==> config.mk <==
export PLATFORM = sky130hd
export DESIGN_NAME = logic_gate_unit
export DESIGN_NICKNAME = d
export VERILOG_FILES = /design/src/rtl/logic_gate_unit.sv
export SDC_FILE = /design/constraint.sdc
export NUM_CORES = 1
export LEC_CHECK = 0
export BUFFER_PORTS_ARGS = -buffer_cell sky130_fd_sc_hd__buf_2
export CAP_MARGIN = 10
export CORE_MARGIN = 2
export CORE_UTILIZATION = 60
export CTS_CLUSTER_DIAMETER = 80
export CTS_CLUSTER_SIZE = 30
export DETAILED_ROUTE_END_ITERATION = 8
export PLACE_DENSITY = 0.82
export SLEW_MARGIN = 20
export SYNTH_ARGS = -nofsm -noshare
export SYNTH_HDL_FRONTEND = slang
export SYNTH_SLANG_ARGS = --single-unit
==> constraint.sdc <==
create_clock -name clk -period 4.2 [get_ports clk]
set_clock_uncertainty 0.05 [all_clocks]
set_input_delay 0 -clock clk [delete_from_list [all_inputs] [get_ports clk]]
set_output_delay 0 -clock clk [all_outputs]
set_load 0.01 [all_outputs]
==> src/rtl/logic_gate_unit.sv <==
// Registered, parametrised bitwise logic unit: applies one of eight gate functions
// and can left-fold it across a multi-beat valid/ready packet.
module logic_gate_unit #(
    parameter int WIDTH = 8,
    parameter int CNT_W = 8
) (
    input  logic             clk,
    input  logic             rst,
    input  logic             in_valid,
    output logic             in_ready,
    input  logic [WIDTH-1:0] in_a,
    input  logic [WIDTH-1:0] in_b,
    input  logic [2:0]       in_op,
    input  logic             in_last,
    output logic             out_valid,
    input  logic             out_ready,
    output logic [WIDTH-1:0] out_y,
    output logic [CNT_W-1:0] out_count
);

    // Handshake: a beat moves when in_valid && in_ready, a result when
    // out_valid && out_ready; in_ready = !out_valid || out_ready in every state.
    typedef enum logic {
        IDLE  = 1'b0,
        ACCUM = 1'b1
    } state_t;

    state_t           state;
    state_t           state_next;
    logic [WIDTH-1:0] acc;
    logic [WIDTH-1:0] fold_y;
    logic [2:0]       op_q;
    logic [CNT_W-1:0] cnt;
    logic [CNT_W-1:0] cnt_next;
    logic             accept;
    logic             load;

    function automatic logic [WIDTH-1:0] apply_op(input logic [2:0] op,
                                                  input logic [WIDTH-1:0] x,
                                                  input logic [WIDTH-1:0] y);
        case (op)
            3'd0:    return x & y;
            3'd1:    return x | y;
            3'd2:    return x ^ y;
            3'd3:    return ~(x & y);
            3'd4:    return ~(x | y);
            3'd5:    return ~(x ^ y);
            3'd6:    return x;
            default: return ~x;
        endcase
    endfunction

    always_comb begin
        in_ready   = !out_valid || out_ready;
        accept     = in_valid && in_ready;
        load       = accept && in_last;
        state_next = state;
        if (state == IDLE) begin
            fold_y   = apply_op(in_op, in_a, in_b);
            cnt_next = CNT_W'(1);
        end else begin
            // Mid-packet the left operand is the running fold and the op is latched.
            fold_y   = apply_op(op_q, acc, in_b);
            cnt_next = (&cnt) ? cnt : cnt + CNT_W'(1);
        end
        if (accept) begin
            state_next = in_last ? IDLE : ACCUM;
        end
    end

    always_ff @(posedge clk) begin
        if (rst) begin
            state <= IDLE;
        end else begin
            state <= state_next;
        end
    end

    always_ff @(posedge clk) begin
        if (rst) begin
            acc       <= '0;
            cnt       <= '0;
            op_q      <= '0;
            out_valid <= 1'b0;
            out_y     <= '0;
            out_count <= '0;
        end else begin
            if (accept) begin
                acc <= fold_y;
                cnt <= cnt_next;
                if (state == IDLE) begin
                    op_q <= in_op;
                end
            end
            // A new result may replace one transferring this cycle, keeping full throughput.
            if (load) begin
                out_y     <= fold_y;
                out_count <= cnt_next;
                out_valid <= 1'b1;
            end else if (out_ready) begin
                out_valid <= 1'b0;
            end
        end
    end

endmodule

### Word-level counts from Yosys, hierarchy flattened

Cells that the tools add are included.

* equal/unequal tests: 12
* reduce and logical (&&, ||, !) cells: 9
* $add $sub $neg: 1
* bitwise operators: 15
* mux-type cells: 8

Operators with widths (number)
* 8-bit case mux with 7 select lines: 2
* 8-bit inverter: 8
* 8-bit 2-to-1 mux: 3
* 3-bit == test (second input constant): 6
* 8-bit bitwise AND: 2
* 8-bit bitwise OR: 2
* 8-bit bitwise XOR: 2
* 3-bit by 2-bit == test with 1-bit output (second input constant): 4
* 8-bit by 1-bit adder with 8-bit output (second input constant): 1
* 8-bit AND reduction: 1
* 3-bit by 1-bit == test with 1-bit output (second input constant): 2
* 3-bit logical NOT: 2
* 1-bit 2-to-1 mux: 3
* 1-bit logical AND: 2
* 2-bit AND reduction: 1
* 2-bit nonzero test: 1
* 1-bit logical NOT: 1
* 1-bit logical OR: 1
* 1-bit inverter: 1

* output and inout bits: 18
* input bits: 24
* flip-flop bits (word level): 37
* word-level logic and storage cells: 52

### Longest topological paths before layout

Gate-level depths: netlist (run 1).

* depth after elaboration: 5
* mapped depth: 7
* depth with buffers taken out: 6

### Worst setup path before layout (run 1)

OpenSTA, ideal clock, no wires.

* path type: register to register
* start: reg cnt[0]
* end: reg cnt[6]
* cell stages (with the launch flop): 6
* slack: 2.504 ns
* period minus slack after synthesis: 1.696 ns
* path buffers: 0
* arrival: 1.513 ns
* data required time: 4.018 ns
* library setup time: 0.132 ns
* cell sequence: dfxtp_1 > ha_1 > nand3_1 > or4_1 > o2111ai_1 > a21oi_1

* longest elaborated chain between the ends: 3
* elaborated cells on any way between the ends: 4
* those cells by class: 1 x add/sub; 2 x mux; 1 x reduce/logical

Ends and longest elaborated chain
* start: declaration: line 33 `logic [CNT_W-1:0] cnt;`
* start signal: assignment: line 90 `cnt <= cnt_next;`
* 8-bit by 1-bit adder with 8-bit output / 8-bit AND reduction (equally long branches): line 64 `cnt_next = (&cnt) ? cnt : cnt + CNT_W'(1);`
* 8-bit 2-to-1 mux *: line 64
* 8-bit 2-to-1 mux *: line 58 `if (state == IDLE) begin`

Every way passes the cells marked *; elsewhere a longest branch is shown, timed or not.
A chain may end at the register's enable or synchronous reset.

### Final worst setup path (run 1)

* start: reg op_q[1]
* end: reg acc[4]

* longest elaborated chain between the ends: 3
* elaborated cells on any way between the ends: 9
* those cells by class: 6 x eq/ne; 2 x mux; 1 x reduce/logical

Ends and longest elaborated chain
* start: declaration: line 32 `logic [2:0] op_q;`
* start signal: assignment: line 92 `op_q <= in_op;`
* 3-bit == test, or another cell as far along: line 41 `case (op)`
* 8-bit case mux with 7 select lines *: line 41
* 8-bit 2-to-1 mux *: line 58
* end signal: assignment: line 89 `acc <= fold_y;`
* end: declaration: line 30 `logic [WIDTH-1:0] acc;`

Marks and branches as above.

==> results of run 1 <==
==> where the power goes <==
group	internal [mW]	leakage (nW)	switching, mW	total [mW]
sequential	0.369	0.303	0.0299	0.399
clock	0.133	0.0512	0.134	0.267
combinational	0.116	1.19	0.127	0.243
total	0.618	1.55	0.290	0.908
==> cells by family after synthesis <==
group,after synthesis
compound gates,99
xor+xnor,1
fa+ha+maj,33
buf+inv,60
flops,37
mux,53
simple gates,84
==> cell usage after synthesis (2+ instances only) <==
library cell	instances
sky130_fd_sc_hd__dfxtp_1	37
sky130_fd_sc_hd__ha_1	33
sky130_fd_sc_hd__mux2_2	32
sky130_fd_sc_hd__inv_1	26
sky130_fd_sc_hd__nor2_1	24
sky130_fd_sc_hd__mux2i_1	21
sky130_fd_sc_hd__nand2_1	18
sky130_fd_sc_hd__a311oi_1	17
sky130_fd_sc_hd__nand3b_1	16
sky130_fd_sc_hd__o211ai_1	16
sky130_fd_sc_hd__clkbuf_1	14
sky130_fd_sc_hd__a21oi_1	10
sky130_fd_sc_hd__buf_2	10
sky130_fd_sc_hd__a221o_1	8
sky130_fd_sc_hd__a22oi_1	8
sky130_fd_sc_hd__o211a_1	8
sky130_fd_sc_hd__o22ai_1	8
sky130_fd_sc_hd__nand3_1	6
sky130_fd_sc_hd__and3_1	4
sky130_fd_sc_hd__buf_1	4
sky130_fd_sc_hd__o2111ai_1	4
sky130_fd_sc_hd__o21ai_0	4
sky130_fd_sc_hd__o2bb2ai_1	4
sky130_fd_sc_hd__buf_6	3
sky130_fd_sc_hd__nand2b_1	3
sky130_fd_sc_hd__a211oi_1	2
sky130_fd_sc_hd__a31oi_1	2
sky130_fd_sc_hd__buf_4	2
sky130_fd_sc_hd__nand4_1	2
sky130_fd_sc_hd__nor2b_1	2
==> registers in the layout, indices dropped and copies added (netlist names) <==
signal,cells
acc,8
cnt,8
op_q,3
out_count,8
out_valid,1
out_y,8
state,1
==> worst min-delay path by stage <==
stage                   from   endpoint  slack, ns  cells after the start
floorplan           in_valid  out_valid       0.15                      2
CTS                 in_valid  out_valid      0.008                      3
global route        in_valid  out_valid       0.03                      3
global placement     in_last  out_valid       0.31                      3
finish              in_valid  out_valid      0.008                      3
detailed placement   in_last  out_valid       0.31                      3
==> worst max-delay path, delay by kind of cell, from the launching register on <==
| kind | cells | cell delay (ns) |
|---|---|---|
| flip-flops | 1 | 0.76 |
| AO/OA/AOI/OAI | 3 | 0.54 |
| multiplexers | 1 | 0.34 |
| buffers and inverters | 1 | 0.25 |
==> stage by stage <==
| stage | instances | area [sq um] | util |
|---|---|---|---|
| after floorplan | 367 | 3254 | - |
| after global routing | 455 | 3483 | 0.6734 |
| after global placement | 446 | 3376 | 0.6526 |
| after CTS | 455 | 3482 | 0.6732 |
| final | 455 | 3483 | 0.6734 |
| after detailed placement | 446 | 3376 | 0.6526 |
==> final cells by class <==
type                            count  area (sq um)  area share
Timing Repair Buffer               44         230.2     0.06609
Tap cell                           70         87.58     0.02514
Inverter                           26         97.59     0.02802
Sequential cell                    37         742.0      0.2130
Clock inverter                      2         13.76    0.003951
Clock buffer                        6         82.58     0.02371
Multi-Input combinational cell    270          2230      0.6401
==> metal layers <==
layer  up-vias  GRT usage  share of wire  routed length (um)
met5         -          0              0                   0
li1       1412          -              -                   -
met1      1369     0.3208           0.46                3402
met3        15    0.04767          0.049                 367
met2        94     0.4319           0.48                3559
met4         0    0.09286          0.016                 121
==> implementation parameters, run 1 <==
Parameter                              Value

Synthesis
  Part of the Yosys area used for sequential elements ... 0.2276
  Share of the synthesized area in the top cell type ... 0.2276
  Number of flops mapped to enable cells by yosys ... 0
  Dominant combinational cell family by area after synthesis ... compound AO/OA/AOI/OAI gates
  Synthesized Nets ... 424
  Syn Inst Count ... 367
  Post-Synth Adder-Cell Area ... 0.1269
  XOR/XNOR Fraction of Synth Area ... 0.002691
  Proportion of synthesized area in mux cells ... 0.1753
  Top_reg_cell synth ... sky130_fd_sc_hd__dfxtp_1
  Share of synthesized cell area in and, or, nand and nor gates ... 0.1430
  Register bit count reported by yosys ... 37
  Synthesized-area fraction occupied by ao, oa, aoi and oai cells ... 0.2372
  FFs w/ async S/R, synth ... 0
  Mapped Avg Cell Area ... 8.867 sq um
  Biggest area consumer among synthesized cells ... sky130_fd_sc_hd__dfxtp_1
  Count of cell types in the netlist ... 49
  Cell area after technology mapping ... 3254 sq um
  Synthesis warning total ... 0
  Top cells by area in the synthesized netlist ... sky130_fd_sc_hd__dfxtp_1 23%, sky130_fd_sc_hd__ha_1 13%, sky130_fd_sc_hd__mux2_2 11%

Route
  Drt via density ... 6.352
  Total detailed-routing wirelength ... 7.450 mm
  Drt pass-1 iters ... 5
  DRC violations left ... 0
  Iter 0 DRT Violations ... 279
  Routed vias ... 2890
  Remaining antenna violation count after routing ... 0
  Per-cell routed wire length ... 16.37 um

Hold path
  Worst hold path type ... in2reg

STA
  RSZ-0062 raised after global routing ... no
  Actual transition at the worst max-transition pin ... 1.003 ns
  Final-layout setup total negative slack ... 0 ns
  Count of pins over their slew limit ... 0
  Worst hold slack ... 0.007521 ns
  Relative slew slack ... 0.3316
  Final clock period utilization by the worst path ... 0.5024
  Post-route worst setup slack ... 2.090 ns
  Final hold viol count ... 0
  Maximum clock frequency ... 473.9 MHz
  Final critical delay including setup and external delays ... 2.110 ns
  Setup Viol. Count Final ... 0

Power and ir drop
  Leakage power ... 1.549 nW
  Max IR drop VDD ... 151.0 uV
  PnR Total Power ... 0.9080 mW
  Power density cells ... 260.7 nW/um^2

Critical path
  Worst-path cell chain ... buf_4 -> mux2_2 -> o211a_1 -> o211ai_1 -> a311oi_1
  Register-to-register setup slack ... 2.09 ns
  Required time at the endpoint of the critical path ... 4.28 ns
  R2r worst-path depth ... 5
  Critical Path End Type ... flip-flop
  Worst r2r dst ... acc[4]
  CP Data Arrival Time ... 2.19 ns
  Start-to-end type of the worst setup path ... reg2reg
  Startpoint of the lowest-slack register-to-register path ... op_q[1]
  Endpoint of the worst setup timing path ... acc[4]
  Largest driver fanout on the critical path ... 30
  Slowest-stage cell, CP ... sky130_fd_sc_hd__dfxtp_2
  Startpoint class of the critical path ... flip-flop
  Worst path max stage delay ... 0.76 ns
  Start point of the critical path ... op_q[1]

Job
  Maximum Capacitance Violations ... 0

Die
  Height of the die ... 77.65 um
  Standard-cell row count ... 26
  Die area ... 6029 sq um
  Initial Utilization ... 0.6292
  Core Box Area ... 5172 sq um
  Die span in x ... 77.65 um
  Count of pins on the block boundary ... 42

Clock tree
  Buffer depth of the longest clock path ... 2
  Hold_buf cts ... 1
  Insertion delay of the later-clocked pin in the worst-skew pair ... 0.30 ns
  Clock-pin slew reported for the worst setup and hold paths after clock tree synthesis ... 0.08 ns
  Gates resized, CTS repair ... 0
  Count of clock tree sinks ... 37
  TritonCTS clock tree ... built
  Root buffer cell ... sky130_fd_sc_hd__clkbuf_8
  Post-CTS Repair Setup Buffers ... 0
  CTS buffer count ... 5
  Max H-tree Level ... 2

Layout
  Total number of nets in the final design ... 441
  Number of inserted filler cells in the final layout ... 423
  Highest-count cells in the layout ignoring fill and taps ... 41 x sky130_fd_sc_hd__buf_2, 36 x sky130_fd_sc_hd__dfxtp_1, 33 x sky130_fd_sc_hd__ha_1
  Area growth from synthesis to final layout ... 7.036%
  Leading cell type in the layout, fill and taps excluded ... sky130_fd_sc_hd__buf_2
  Final antenna diode count ... 0
  Fraction of final layout cells sized beyond drive strength 1 ... 0.2286

Placed design
  Worst setup slack after placement ... 1.724 ns
  Port Buffers ... 41
  Total half-perimeter wirelength after legalization and detailed placement ... 5.230 mm
  Routability congestion estimate ... 0.8444

Global route
  Total GRT Usage ... 0.2547
  First-pass GRT wire length ... 12.61 mm
  Number of global-route vias before repair ... 2751
  Residual overflow from global routing ... 0
  Antenna violations before repair ... 0
  Largest net degree at the start of global routing ... 35

Run status
  Result of the run ... complete, no violations
(Power assumes the default switching activity.)
==> run 2, diff against run 1 <==
- CORE_UTILIZATION: 60 -> 59
- PLACE_DENSITY: 0.82 -> 0.81
- clock period: 4.2 -> 2.04 ns (I/O delays scaled with it)
==> run 2 against run 1 <==
Critical path type unchanged. Combinational power rose by 120%. Total power is 110% higher. Routed wire length is 0.31% lower. Global-route usage is 0.15 points lower. Final cell count up 2.0%. Sequential share of layout area decreased by 0.45 points. Final area increased by 2.0%.
==> implementation parameters, run 2 (synthesized netlist as in run 1, its figures left out) <==
Parameter                              Value

Run status
  Result of the run ... complete, no violations

Placed design
  Number of placed cells counting well taps ... 454 (+1.8%)
  Area after DPL ... 3436 sq um (+1.8%)
  Routability congestion estimate ... 0.8102 (-4.1%)
  Total half-perimeter wirelength after legalization and detailed placement ... 5.423 mm (+3.7%)
  Port Buffers ... 41 (unchanged)
  Worst setup slack after placement ... 0.1172 ns (-1.607 ns)

Global route
  Antenna violations before repair ... 0 (unchanged)
  Total GRT Usage ... 0.2532 (-0.001506)
  Number of global-route vias before repair ... 2809 (+2.1%)
  Largest net degree at the start of global routing ... 35 (unchanged)
  Residual overflow from global routing ... 0 (unchanged)
  First-pass GRT wire length ... 12.54 mm (-0.49%)

Power and ir drop
  Leakage power ... 1.592 nW (+2.8%)
  Proportion of power drawn by flip-flops and latches ... 0.420 (-0.019)
  Max IR drop VDD ... 446.8 uV (+200%)
  Internal ... 1.313 mW (+110%)
  PnR Total Power ... 1.913 mW (+110%)
  Net switching component of the power ... 0.6000 mW (+110%)
  Comb power frac ... 0.276 (+0.009)
  Power density cells ... 538.6 nW/um^2 (+110%)
  Part of the power in the clock network ... 0.305 (+0.011)
  Switching share of total power ... 0.3136 (-0.006284)

Route
  DRC violations left ... 0 (unchanged)
  Drt pass-1 iters ... 4 (-1)
  Iter 0 DRT Violations ... 215 (-23%)
  Total detailed-routing wirelength ... 7.427 mm (-0.31%)
  Drt via density ... 6.134 (-3.4%)
  Remaining antenna violation count after routing ... 0 (unchanged)
  Routed vias ... 2846 (-1.5%)
  Per-cell routed wire length ... 16.01 um (-2.2%)

STA
  Final critical delay including setup and external delays ... 1.902 ns (-0.2085 ns)
  Count of pins over their slew limit ... 0 (unchanged)
  Actual transition at the worst max-transition pin ... 0.6645 ns (-0.3381 ns)
  RSZ-0062 raised after global routing ... no
  Relative slew slack ... 0.5570 (+0.2254)
  Final hold viol count ... 0 (unchanged)
  Post-route worst setup slack ... 0.1385 ns (-1.951 ns)
  Worst hold slack ... 0.02661 ns (+0.01909 ns)
  Final clock period utilization by the worst path ... 0.9321 (+0.4297)
  Final-layout setup total negative slack ... 0 ns (unchanged)
  Maximum clock frequency ... 525.9 MHz (+11%)
  Setup Viol. Count Final ... 0 (unchanged)

Clock tree
  Count of clock tree sinks ... 37 (unchanged)
  TritonCTS clock tree ... built
  Root buffer cell ... sky130_fd_sc_hd__clkbuf_8
  CTS buffer count ... 5 (unchanged)
  Insertion delay of the later-clocked pin in the worst-skew pair ... 0.30 ns (about the same)
  Gates resized, CTS repair ... 0 (unchanged)
  Buffer depth of the longest clock path ... 2 (unchanged)
  Clock-pin slew reported for the worst setup and hold paths after clock tree synthesis ... 0.07 ns (about the same)
  Max H-tree Level ... 2 (unchanged)

Layout
  Highest-count cells in the layout ignoring fill and taps ... 41 x sky130_fd_sc_hd__buf_2, 37 x sky130_fd_sc_hd__dfxtp_1, 33 x sky130_fd_sc_hd__ha_1
  Utilization after layout ... 0.6572 (-0.01626)
  Fraction of final layout cells sized beyond drive strength 1 ... 0.2423 (+0.01378)
  Leading cell type in the layout, fill and taps excluded ... sky130_fd_sc_hd__buf_2
  Final antenna diode count ... 0 (unchanged)
  Area growth from synthesis to final layout ... 9.150%
  Total number of nets in the final design ... 448 (+1.6%)
  Layout Cells excl Fill ... 464 (+2.0%)
  Post-route standard cell area excluding fillers ... 3552 sq um (+2.0%)

Critical path
  Slowest-stage cell, CP ... sky130_fd_sc_hd__or4_1
  Worst-path cell chain ... ha_1 -> nand3_1 -> or4_1 -> o2111ai_1 -> a21oi_1
  Worst path max stage delay ... 0.56 ns (-0.20 ns)
  Required time at the endpoint of the critical path ... 2.15 ns (-2.13 ns)
  CP Data Arrival Time ... 2.01 ns (-0.18 ns)
  Critical Path End Type ... flip-flop
  Buffers & Inverters on Critical Path ... 0 (-1)
  Start-to-end type of the worst setup path ... reg2reg
  Largest driver fanout on the critical path ... 7 (-77%)
  Startpoint class of the critical path ... flip-flop
  Family with the most delay on the worst path ... simple AND/OR/NAND/NOR gates

Job
  Maximum Capacitance Violations ... 0 (unchanged)

Die
  Standard-cell row count ... 27 (+3.8%)
  Count of pins on the block boundary ... 42 (unchanged)
  Initial Utilization ... 0.6021 (-0.02709)
  Die span in x ... 78.27 um (+0.80%)
  Height of the die ... 78.27 um (+0.80%)
  Die area ... 6126 sq um (+1.6%)
  Core Box Area ... 5405 sq um (+4.5%)

Hold path
  Worst hold path type ... in2reg
## run 2: path summary, 6_finish.rpt
| check | from | end | slack (ns) | cells after the start |
|---|---|---|---|---|
| worst max-delay path | cnt[0] | out_count[6] | 0.14 | 5 |
| worst min-delay path | in_last | out_valid | 0.03 | 3 |
| worst max register to register | cnt[0] | out_count[6] | 0.14 | 5 |
| worst min register to register | out_count[7] | out_count[7] | 0.41 | 1 |
## run 2: cell type report
class,count,area (sq um)
inverters,26,97.59
repair buffers,51,292.8
fillers,454,1853
flip-flops and latches,37,740.7
multi-input cells,270,2230
well taps,72,90.09
clock buffers,7,96.34
clock inverters,1,5.005
## run 2: tightest hold or removal path, stage by stage
cell                      delay [ns]
sky130_fd_sc_hd__buf_2          0.11
sky130_fd_sc_hd__nand3_1        0.13
sky130_fd_sc_hd__a21oi_1        0.08
## run 2: per-layer routing
metal	global-route usage	wire, um	up-vias
li1	-	-	1430
met1	0.3183	3417	1344
met2	0.4259	3655	60
met3	0.03908	243	12
met4	0.1175	111	0
met5	0	0	-
## run 2: repair_timing
action | in CTS | in global routing
setup buffers | 0 | 2
setup endpoints to repair | 0 | 4
hold buffers | 0 | 0
## run 2: power by group through the flow
stage,Combinational [mW],Clock [mW],Sequential (mW)
after detailed placement,0.525,0,0.819
after global placement,0.504,0,0.817
after floorplan,0.402,0,0.807
after global routing,0.586,0.621,0.809
final,0.528,0.583,0.803
after CTS,0.528,0.589,0.802
